--- src/rtl/reaction_pkg.sv ---
// Shared types and default constants for the reaction-timer sequencing controller.
package reaction_pkg;

    typedef enum logic [2:0] {
        IDLE  = 3'd0,
        WAIT  = 3'd1,
        REACT = 3'd2,
        DONE  = 3'd3,
        FAULT = 3'd4
    } state_t;

    localparam int unsigned SEC_DIV_DEF = 50000000;
    localparam int unsigned MS_DIV_DEF  = 50000;
    localparam int unsigned MAX_MS_DEF  = 999;

    // Width of a counter that must hold 0 .. div-1 (at least one bit).
    function automatic int unsigned cnt_width(input int unsigned div);
        return (div > 1) ? $clog2(div) : 1;
    endfunction

endpackage

--- src/rtl/reaction_ctrl_tick_gen.sv ---
// Restartable prescaler: emits a 1-cycle tick every DIV clocks, the first one
// DIV clocks after the edge on which restart was sampled.
module tick_gen
    import reaction_pkg::*;
#(
    parameter int unsigned DIV = 4
) (
    input  logic clk,
    input  logic clear,
    input  logic restart,
    output logic tick
);

    localparam int unsigned     CW   = cnt_width(DIV);
    localparam logic [CW-1:0]   LAST = CW'(DIV - 1);

    logic [CW-1:0] cnt_q;
    logic [CW-1:0] cnt_d;

    always_comb begin
        cnt_d = cnt_q + CW'(1);
        if (restart || (cnt_q == LAST)) begin
            cnt_d = '0;
        end
    end

    always_ff @(posedge clk or negedge clear) begin
        if (!clear) begin
            cnt_q <= '0;
        end else begin
            cnt_q <= cnt_d;
        end
    end

    // Decoded from the register alone so the FSM's restart request never
    // feeds back into the tick it consumes.
    assign tick = (cnt_q == LAST);

endmodule

--- src/rtl/reaction_ctrl.sv ---
// Reaction-timer sequencer: arm on start, wait delay_sec seconds, light the LED
// and time the response in ms. Optional best-time register under REACTION_BEST_EN.
module reaction_ctrl
    import reaction_pkg::*;
#(
    parameter int unsigned SEC_DIV  = SEC_DIV_DEF,
    parameter int unsigned MS_DIV   = MS_DIV_DEF,
    parameter int unsigned DELAY_W  = 8,
    parameter int unsigned RESULT_W = 10,
    parameter int unsigned MAX_MS   = MAX_MS_DEF
) (
    input  logic                clk,
    input  logic                clear,
    input  logic                start,
    input  logic                resp,
    input  logic [DELAY_W-1:0]  delay_sec,
    output logic                led,
    output logic [RESULT_W-1:0] result,
    output logic                result_valid,
    output logic                false_start,
    output logic                timeout,
    output logic                busy,
    output logic [RESULT_W-1:0] best_ms
);

    localparam logic [RESULT_W-1:0] MS_LAST = RESULT_W'(MAX_MS - 1);
    localparam logic [RESULT_W-1:0] MS_MAX  = RESULT_W'(MAX_MS);

    state_t               state_q, state_d;
    logic                 start_q, resp_q;
    logic                 start_p_q, resp_p_q;
    logic                 start_rise, resp_rise;
    logic [DELAY_W-1:0]   dly_q, dly_d;
    logic [DELAY_W-1:0]   sec_cnt_q, sec_cnt_d, sec_next;
    logic [RESULT_W-1:0]  ms_cnt_q, ms_cnt_d;
    logic [RESULT_W-1:0]  result_q, result_d;
    logic                 result_valid_q, result_valid_d;
    logic                 false_start_q, false_start_d;
    logic                 timeout_q, timeout_d;
    logic                 led_q, led_d;
    logic                 busy_q, busy_d;
    logic                 sec_tick, ms_tick;
    logic                 sec_restart, ms_restart;

    // Edges are registered into pulses so every response is one clock behind
    // its sample, matching the registered-output latency of the old glue.
    assign start_rise = start & ~start_q;
    assign resp_rise  = resp & ~resp_q;

    assign sec_restart = (state_d == WAIT)  && (state_q != WAIT);
    assign ms_restart  = (state_d == REACT) && (state_q != REACT);

    tick_gen #(.DIV(SEC_DIV)) u_sec_tick (
        .clk     (clk),
        .clear   (clear),
        .restart (sec_restart),
        .tick    (sec_tick)
    );

    tick_gen #(.DIV(MS_DIV)) u_ms_tick (
        .clk     (clk),
        .clear   (clear),
        .restart (ms_restart),
        .tick    (ms_tick)
    );

    always_comb begin
        state_d        = state_q;
        dly_d          = dly_q;
        sec_cnt_d      = sec_cnt_q;
        ms_cnt_d       = ms_cnt_q;
        result_d       = result_q;
        result_valid_d = result_valid_q;
        false_start_d  = false_start_q;
        timeout_d      = timeout_q;
        sec_next       = sec_cnt_q + DELAY_W'(1);

        case (state_q)
            IDLE, DONE, FAULT: begin
                if (start_p_q) begin
                    state_d        = WAIT;
                    dly_d          = (delay_sec == '0) ? DELAY_W'(1) : delay_sec;
                    sec_cnt_d      = '0;
                    ms_cnt_d       = '0;
                    result_valid_d = 1'b0;
                    false_start_d  = 1'b0;
                    timeout_d      = 1'b0;
                end
            end
            WAIT: begin
                if (resp_p_q) begin
                    state_d       = FAULT;
                    false_start_d = 1'b1;
                end else if (sec_tick) begin
                    sec_cnt_d = sec_next;
                    if (sec_next == dly_q) begin
                        state_d = REACT;
                    end
                end
            end
            REACT: begin
                // A response in the same cycle as the final tick still counts.
                if (resp_p_q) begin
                    state_d        = DONE;
                    result_d       = ms_cnt_q;
                    result_valid_d = 1'b1;
                end else if (ms_tick) begin
                    if (ms_cnt_q == MS_LAST) begin
                        state_d   = FAULT;
                        timeout_d = 1'b1;
                        result_d  = MS_MAX;
                    end else begin
                        ms_cnt_d = ms_cnt_q + RESULT_W'(1);
                    end
                end
            end
            default: begin
                state_d = IDLE;
            end
        endcase

        led_d  = (state_d == REACT);
        busy_d = (state_d == WAIT) || (state_d == REACT);
    end

    always_ff @(posedge clk or negedge clear) begin
        if (!clear) begin
            start_q        <= 1'b1;
            resp_q         <= 1'b1;
            start_p_q      <= 1'b0;
            resp_p_q       <= 1'b0;
            state_q        <= IDLE;
            dly_q          <= '0;
            sec_cnt_q      <= '0;
            ms_cnt_q       <= '0;
            result_q       <= '0;
            result_valid_q <= 1'b0;
            false_start_q  <= 1'b0;
            timeout_q      <= 1'b0;
            led_q          <= 1'b0;
            busy_q         <= 1'b0;
        end else begin
            start_q        <= start;
            resp_q         <= resp;
            start_p_q      <= start_rise;
            resp_p_q       <= resp_rise;
            state_q        <= state_d;
            dly_q          <= dly_d;
            sec_cnt_q      <= sec_cnt_d;
            ms_cnt_q       <= ms_cnt_d;
            result_q       <= result_d;
            result_valid_q <= result_valid_d;
            false_start_q  <= false_start_d;
            timeout_q      <= timeout_d;
            led_q          <= led_d;
            busy_q         <= busy_d;
        end
    end

`ifdef REACTION_BEST_EN
    logic [RESULT_W-1:0] best_q, best_d;

    always_comb begin
        best_d = best_q;
        if ((state_q == REACT) && (state_d == DONE) && (result_d < best_q)) begin
            best_d = result_d;
        end
    end

    always_ff @(posedge clk or negedge clear) begin
        if (!clear) begin
            best_q <= '1;
        end else begin
            best_q <= best_d;
        end
    end

    assign best_ms = best_q;
`else
    assign best_ms = '1;
`endif

    assign led          = led_q;
    assign busy         = busy_q;
    assign result       = result_q;
    assign result_valid = result_valid_q;
    assign false_start  = false_start_q;
    assign timeout      = timeout_q;

endmodule

--- config.mk ---
export PLATFORM = sky130hd
export DESIGN_NAME = reaction_ctrl
export DESIGN_NICKNAME = d
export VERILOG_FILES = /design/src/rtl/reaction_pkg.sv /design/src/rtl/reaction_ctrl_tick_gen.sv /design/src/rtl/reaction_ctrl.sv
export SDC_FILE = /design/constraint.sdc
export NUM_CORES = 1
export LEC_CHECK = 0
export CAP_MARGIN = 5
export CORE_MARGIN = 2
export CORE_UTILIZATION = 50
export CTS_BUF_LIST = sky130_fd_sc_hd__clkbuf_16
export CTS_CLUSTER_SIZE = 20
export DETAILED_ROUTE_END_ITERATION = 10
export PLACE_DENSITY_LB_ADDON = 0.05
export SLEW_MARGIN = 20
export SYNTH_ARGS = -nofsm -noshare
export SYNTH_HDL_FRONTEND = slang
export SYNTH_SLANG_ARGS = --single-unit
--- constraint.sdc ---
create_clock -name clk -period 4.8 [get_ports clk]
set_input_delay 0.96 -clock clk [delete_from_list [all_inputs] [get_ports clk]]
set_output_delay 0.96 -clock clk [all_outputs]
set_load 0.01 [all_outputs]
Word-level counts from Yosys, hierarchy flattened
Cells that the tools add are included.
{ "op_classes": {"add_sub_neg": 4, "eq_ne": 21, "n_mux": 31, "n_bitwise": 4, "reduce_logical": 19} }
{ "ops": {"columns": ["cell", "count"], "rows": [
  ["$mux 10", 7],
  ["$mux 8", 4],
  ["$add 26x1->26 const B", 1],
  ["$eq 26x26->1 const B", 1],
  ["$mux 26", 1],
  ["$mux 3", 7],
  ["$pmux 10 s2", 1],
  ["$ne 2x2->1 const B", 9],
  ["$add 16x1->16 const B", 1],
  ["$eq 16x16->1 const B", 1],
  ["$mux 16", 1],
  ["$pmux 8 s2", 1],
  ["$add 10x1->10 const B", 1],
  ["$eq 10x10->1 const B", 1],
  ["$reduce_and 5->1", 2],
  ["$eq 3x2->1 const B", 3],
  ["$pmux 3 s3", 1],
  ["$reduce_and 3->1", 3],
  ["$add 8x1->8 const B", 1],
  ["$eq 8x8->1", 1],
  ["$logic_not 8->1", 1],
  ["$reduce_bool 2->1", 4],
  ["$eq 3x1->1 const B", 2],
  ["$pmux 1 s2", 3],
  ["12 further kinds", 21]
]} }
{ "totals": {"register_bits": 90, "out_inout_bits": 25, "wordCells": 95} }

Depth between registers and ports, before layout
Gate-level depths: netlist (run 1).
{ "logic_depth": {"ltp_word": 10, "depth_mapped": 9, "ltp_nobuf": 7} }

Hierarchy
A second synthesis (run 1) with hierarchy kept.
{ "unflattened": {"hier_cells": 495, "area_unflattened_um2": 4759.6} }
{ "by_module_without_submodules": {"columns": ["mod", "instances", "cells_each", "area_per_inst_um2", "seq_area_each_um2"], "rows": [
  ["reaction_ctrl", 1, 268, 2570.0, 1203.7],
  ["tick_gen (u_sec_tick)", 1, 147, 1397.6, 650.6],
  ["tick_gen (u_ms_tick)", 1, 80, 792.0, 400.4]
]} }

Least setup slack after synthesis (run 1)
No wires, ideal clock.
{ "synth_path": {"path_kind": "register to register", "from": "register, netlist name u_ms_tick.cnt_q[0]", "to": "register dly_q[1]", "arrival_ns": 2.149, "path_slack_ns": 2.524, "stages_incl_launch_ff": 9, "n_path_buf": 2, "period_less_slack_ns": 2.276, "path_cell_list": "dfrtp_1 -> ha_1 -> and3_1 -> clkbuf_1 -> nand4_1 -> o41ai_4 -> and2_1 -> buf_4 -> mux2_1"} }
{ "synth_lines": {"columns": ["element", "line", "source"], "rows": [
  ["end signal: assignment", "reaction_ctrl.sv:148", "dly_q <= dly_d;"],
  ["end: declaration", "reaction_ctrl.sv:33", "logic [DELAY_W-1:0] dly_q, dly_d;"]
]} }

==> impl_metrics.toml, run 1 <==
[status]
status = "finished clean"

[layout]
finalInstanceArea_mm2 = 0.005391
drive_above_1_share_pct = 7.073
layout.cells.most_common = "dfrtp_1"
mostFrequentLayoutCells = "dfrtp_1, nor2_1, nand3_1"
areaGrowthSynthToFinish_pct = 12.98
nets = 521
antenna_cells = 0

[setup_path]
crit_required_ns = 5.02
worstSetupEndpointType = "register"
start_kind = "register"
arrival_ns = 3.11
r2r-end = "dly_q[5]"
r2r-start = "ms_cnt_q[0]"
r2r_cells = 7
worstSetupPathType = "reg2reg"
r2r_setup_slack_ns = 1.92
crit_fanout = 17

[drt]
finalWirelength_mm = 9.812
avgRoutedWirePerCell_um = 15.38
ant_nets = 0
vias = 3612
first_pass_iters = 4
drt-initial-drc-count = 131
viasPerCell = 5.661
drcViolationCount = 0

[timing]
worst_slack_ns = 1.918
slew-limit-headroom_pct = 49.72
worst_slew_pin_slew_ns = 0.7542
drv_slew = 0
post-route-min-period_ns = 2.882
hold_violations = 0
max_freq_mhz = 347.0
grt_setup_unrepaired = "false"
tns_ns = 0
fin_crit_sh_pct = 60.04
final.setup_skew_ns = 0.008156
setup-violations-final = 0

[synthesis]
yosys_warnings = 0
synth.avg_cell_area_um2 = 9.901
yosys_most_used_dff = "dfrtp_1"
post_synth_xor_area_fraction_pct = 8.810
synth_compound_area_share_pct = 11.14
synthAdderAreaFrac_pct = 1.311
synth_top_family_by_area = "simple AND/OR/NAND/NOR gates"
syn-cell-area_mm2 = 0.004772
post_synth_num_cell_types = 56
syn_inst = 482
synthSimpleGateAreaFrac_pct = 24.54
yosysSeqAreaShare_pct = 47.25
synth-edff-count = 0
synthMuxAreaShare_pct = 2.281
ys_async_sr_fraction_pct = 100.0
ys_ff_latch = 90

[die]
core_mm2 = 0.009240
die_y_um = 101.7
dieArea_mm2 = 0.01034
die_w_um = 101.7
io_pins = 37
rows = 35
start_util_pct = 51.65

[power_and_ir_drop]
ir_drop_mv = 0.1625
p_leak_uw = 0.002191
power_density_mw_per_mm2 = 335.5

[global_route]
grt.overflow.total = 0
antenna_found_initial = 0
grt_first_pass_wirelength_mm = 16.31
grt_usage_pct = 20.10
grt_max_degree = 56
grt_pass1_vias = 3327

[hold_path]
worstHoldEndpoint = "u_sec_tick.cnt_q[0]"
holdCritStartpoint = "u_sec_tick.cnt_q[0]"
worstHoldPathCells = 1
worstHoldPathType = "reg2reg"

[clock_tree]
cts_setup_buffers = 0
htreeDepth = 3
cts_resized = 0
cts_sinks = 90
clk_latency_ns = 0.34
cts_tree = "built"
path_clk_slew_ns = 0.07
cts-root-buf = "clkbuf_16"
cts_made_buffers = 9
clk_path_buf_depth = 2
cts_hold_buffers = 0

[placement]
place_area_mm2 = 0.005092
place_ws_ns = 1.979
portBuffers = 26
dpl.hpwl_mm = 6.627
gp_congestion = 0.8504

[flow_run]
cap_violations = 0
-- metrics by stage --
stage / hold WS [ns] / cells / util (%) / power, uW
global route: 0.4703 / 638 / 58.35 / 1901
detailed placement: 0.4458 / 622 / 55.11 / 1140
floorplan: 0.4245 / 491 / - / 1057
finish: 0.4520 / 638 / 58.35 / 1809
CTS: 0.4549 / 638 / 58.21 / 1828
global placement: 0.4358 / 622 / 55.11 / 1133
-- per-layer routing --
| metal | GRT usage (%) | share of wire [%] |
|---|---|---|
| met1 | 28.59 | 49 |
| met2 | 30.77 | 46 |
| met3 | 3.037 | 3.1 |
| met4 | 8.316 | 1.7 |
| met5 | 0 | 0 |
-- cells by family after synthesis --
family,count (synthesis)
compound gates,80
flops,90
xor+xnor,48
buf+inv,42
fa+ha+maj,5
mux,10
simple gates,206
other cells,1
-- synthesized netlist by cell type, types with 8 or more instances --
cell / n / area (um^2)
a211oi_1: 11 / 82.58
a21oi_1: 27 / 135.1
and2_1: 8 / 50.05
and3_1: 10 / 62.56
and4_1: 8 / 70.07
buf_4: 12 / 90.09
clkbuf_1: 9 / 33.78
dfrtp_1: 88 / 2202
inv_1: 13 / 48.80
nand2_1: 24 / 90.09
nand3_1: 28 / 140.1
nand4_1: 17 / 106.4
nor2_1: 49 / 183.9
nor4_1: 12 / 75.07
o21ai_0: 13 / 65.06
o22a_1: 8 / 70.07
xnor2_1: 26 / 227.7
xor2_1: 22 / 192.7
-- state kept, by name, summed over array words and instances, names as in the netlist, 3 cells and up --
register          cells
result               10
dly_q                 8
ms_cnt_q             10
u_sec_tick.cnt_q     26
u_ms_tick.cnt_q      16
state_q               3
sec_cnt_q             8
-- where the power goes --
part           switching, uW  leakage, uW  internal [uW]
Combinational            143     0.000853            105
Clock                    322     0.000135            360
Sequential              59.5      0.00120            819
Total                    525      0.00219           1280
-- area by class of cell --
type	instances	area [um^2]
timing repair buffer	31	295.3
clock inverter	7	61.31
fill	806	3849
tap	129	161.4
clock buffer	9	225.2
multi-input combinational	359	2345
sequential	90	2255
inverter	13	48.80
-- worst max-delay path by stage --
| stage | endpoint | slack [ns] | depth (start not counted) | start |
|---|---|---|---|---|
| 3_5_place_dp | dly_q[5] | 1.98 | 7 | ms_cnt_q[0] |
| 6_report | dly_q[5] | 1.92 | 7 | ms_cnt_q[0] |
| 2_1_floorplan | dly_q[1] | 2.52 | 8 | u_ms_tick.cnt_q[0] |
| 5_1_grt | dly_q[4] | 1.71 | 6 | u_ms_tick.cnt_q[0] |
| 4_1_cts | dly_q[5] | 1.95 | 7 | ms_cnt_q[0] |
| 3_3_place_gp | dly_q[1] | 2.04 | 5 | u_ms_tick.cnt_q[7] |
-- critical path: stages (launching register included) --
cell       delay [ns]
dfrtp_1          0.44
inv_1            0.08
ha_1             0.15
nand4bb_1        0.13
or3_1            0.41
o41ai_4          0.50
and2_1           0.67
mux2_1           0.38
No activity file was read; power rests on OpenSTA's default activity.
==> run 2: changes to the inputs <==
==> constraint.sdc (replaced) <==
create_clock -name clk -period 2.6 [get_ports clk]
set_input_delay 0.52 -clock clk [delete_from_list [all_inputs] [get_ports clk]]
set_output_delay 0.52 -clock clk [all_outputs]
set_load 0.01 [all_outputs]
==> impl_metrics.toml, run 2 (synthesis results as in run 1) <==
[status]
status = "finished clean"

[die]
core_mm2 = 0.009240
dieArea_mm2 = 0.01034
rows = 35
start_util_pct = 51.65
io_pins = 37
die_y_um = 101.7
die_w_um = 101.7

[clock_tree]
cts_resized = 0
cts_hold_buffers = 0
clk_latency_ns = 0.34
path_clk_slew_ns = 0.07
cts_sinks = 90
clk_path_buf_depth = 2
htreeDepth = 3
cts-root-buf = "clkbuf_16"
cts_made_buffers = 9
cts_setup_buffers = 0
cts_tree = "built"

[setup_path]
crit_required_ns = 2.86
critPathSlowestCell = "or4b_2"
startpoint = "sec_cnt_q[0]"
crit_chain = "ha_1 -> and3_1 -> mux2i_1 -> nor3b_2 -> or4b_2 -> o21ai_0"
start_kind = "register"
path_buf_inv = 0
crit_fanout = 5
critPathMaxStageDelay_ns = 0.63
r2r_setup_slack_ns = 0.22
r2r_cells = 6
crit_family = "simple AND/OR/NAND/NOR gates"
arrival_ns = 2.64
worstSetupEndpointType = "register"
r2r-start = "sec_cnt_q[0]"
r2r-end = "state_q[1]"
worstSetupPathType = "reg2reg"

[power_and_ir_drop]
power.total_uw = 3446
ir_drop_mv = 0.3258
power_density_mw_per_mm2 = 625.7
p_leak_uw = 0.002265

[global_route]
grt_usage_pct = 20.45
antenna_found_initial = 0
grt_first_pass_wirelength_mm = 16.86
grt.overflow.total = 0
grt_pass1_vias = 3451
grt_max_degree = 46

[flow_run]
cap_violations = 0

[layout]
finalInstanceArea_mm2 = 0.005508
largest_reg_flops = 26
fin_cells = 650
top_regs = "u_sec_tick.cnt_q: 26 flops, u_ms_tick.cnt_q: 16 flops"
regMostFlops = "u_sec_tick.cnt_q"
areaGrowthSynthToFinish_pct = 15.42
layout.cells.most_common = "dfrtp_1"
mostFrequentLayoutCells = "dfrtp_1, nor2_1, nand3_1"
drive_above_1_share_pct = 9.405
nets = 533
antenna_cells = 0

[timing]
drv_slew = 0
setup-violations-final = 0
fin_crit_sh_pct = 91.51
max_freq_mhz = 420.3
hold_violations = 0
grt_setup_unrepaired = "false"
post-route-min-period_ns = 2.379
tns_ns = 0
worst_slack_ns = 0.2209
final.setup_skew_ns = 0.01016

[drt]
first_pass_iters = 4
drt-initial-drc-count = 165
avgRoutedWirePerCell_um = 15.15
vias = 3609
drcViolationCount = 0
ant_nets = 0
finalWirelength_mm = 9.849
viasPerCell = 5.552

[placement]
dpl.hpwl_mm = 6.866
place_ws_ns = 0.1765
portBuffers = 26
place_area_mm2 = 0.005195
gp_congestion = 0.8543
place_inst = 634

[hold_path]
worstHoldPathType = "in2async"
==> run 2: power by group <==
part	switching, uW	internal, uW	total (uW)
registers	114	1510	1630
logic	272	203	475
clock network	584	762	1350
==> run 2: routing by layer <==
| layer | global-route usage (%) | vias up | part of all wire [%] |
|---|---|---|---|
| met2 | 32.24 | 66 | 47 |
| met1 | 28.41 | 1739 | 49 |
| met5 | 0 | - | 0 |
| met3 | 3.796 | 12 | 2.9 |
| li1 | - | 1792 | - |
| met4 | 7.173 | 0 | 1.3 |
==> run 2: layout make-up <==
cell class	instances	area [um^2]
fill	798	3732
inverter	13	48.80
sequential	90	2255
timing repair buffer	43	397.9
tap	129	161.4
clock buffer	9	225.2
multi-input combinational	359	2337
clock inverter	7	82.58
==> run 2: worst max path at each step <==
stage               cells past startpoint         end
floorplan                               8    dly_q[1]
global placement                        6  state_q[1]
detailed placement                      6  state_q[1]
CTS                                     6  state_q[1]
global route                            6  state_q[1]
finish                                  6  state_q[1]
==> run 2: stage by stage <==
stage | hold slack [ns] | utilization [%]
6_report | 0.05651 | 59.61
3_5_place_dp | 0.4366 | 56.22
2_1_floorplan | 0.2244 | -
5_1_grt | 0.07593 | 59.61
3_3_place_gp | 0.4293 | 56.22
4_1_cts | 0.06964 | 59.55
==> run 3: changes to the inputs <==
--- a/config.mk
+++ b/config.mk
@@ -12,7 +12,7 @@
 export CTS_CLUSTER_SIZE = 20
 export DETAILED_ROUTE_END_ITERATION = 10
 export PLACE_DENSITY_LB_ADDON = 0.05
-export SLEW_MARGIN = 20
+export SLEW_MARGIN = 10
 export SYNTH_ARGS = -nofsm -noshare
 export SYNTH_HDL_FRONTEND = slang
 export SYNTH_SLANG_ARGS = --single-unit
==> results of run 3 <==
Final layout, timing and power as in run 2 (identical DEF).
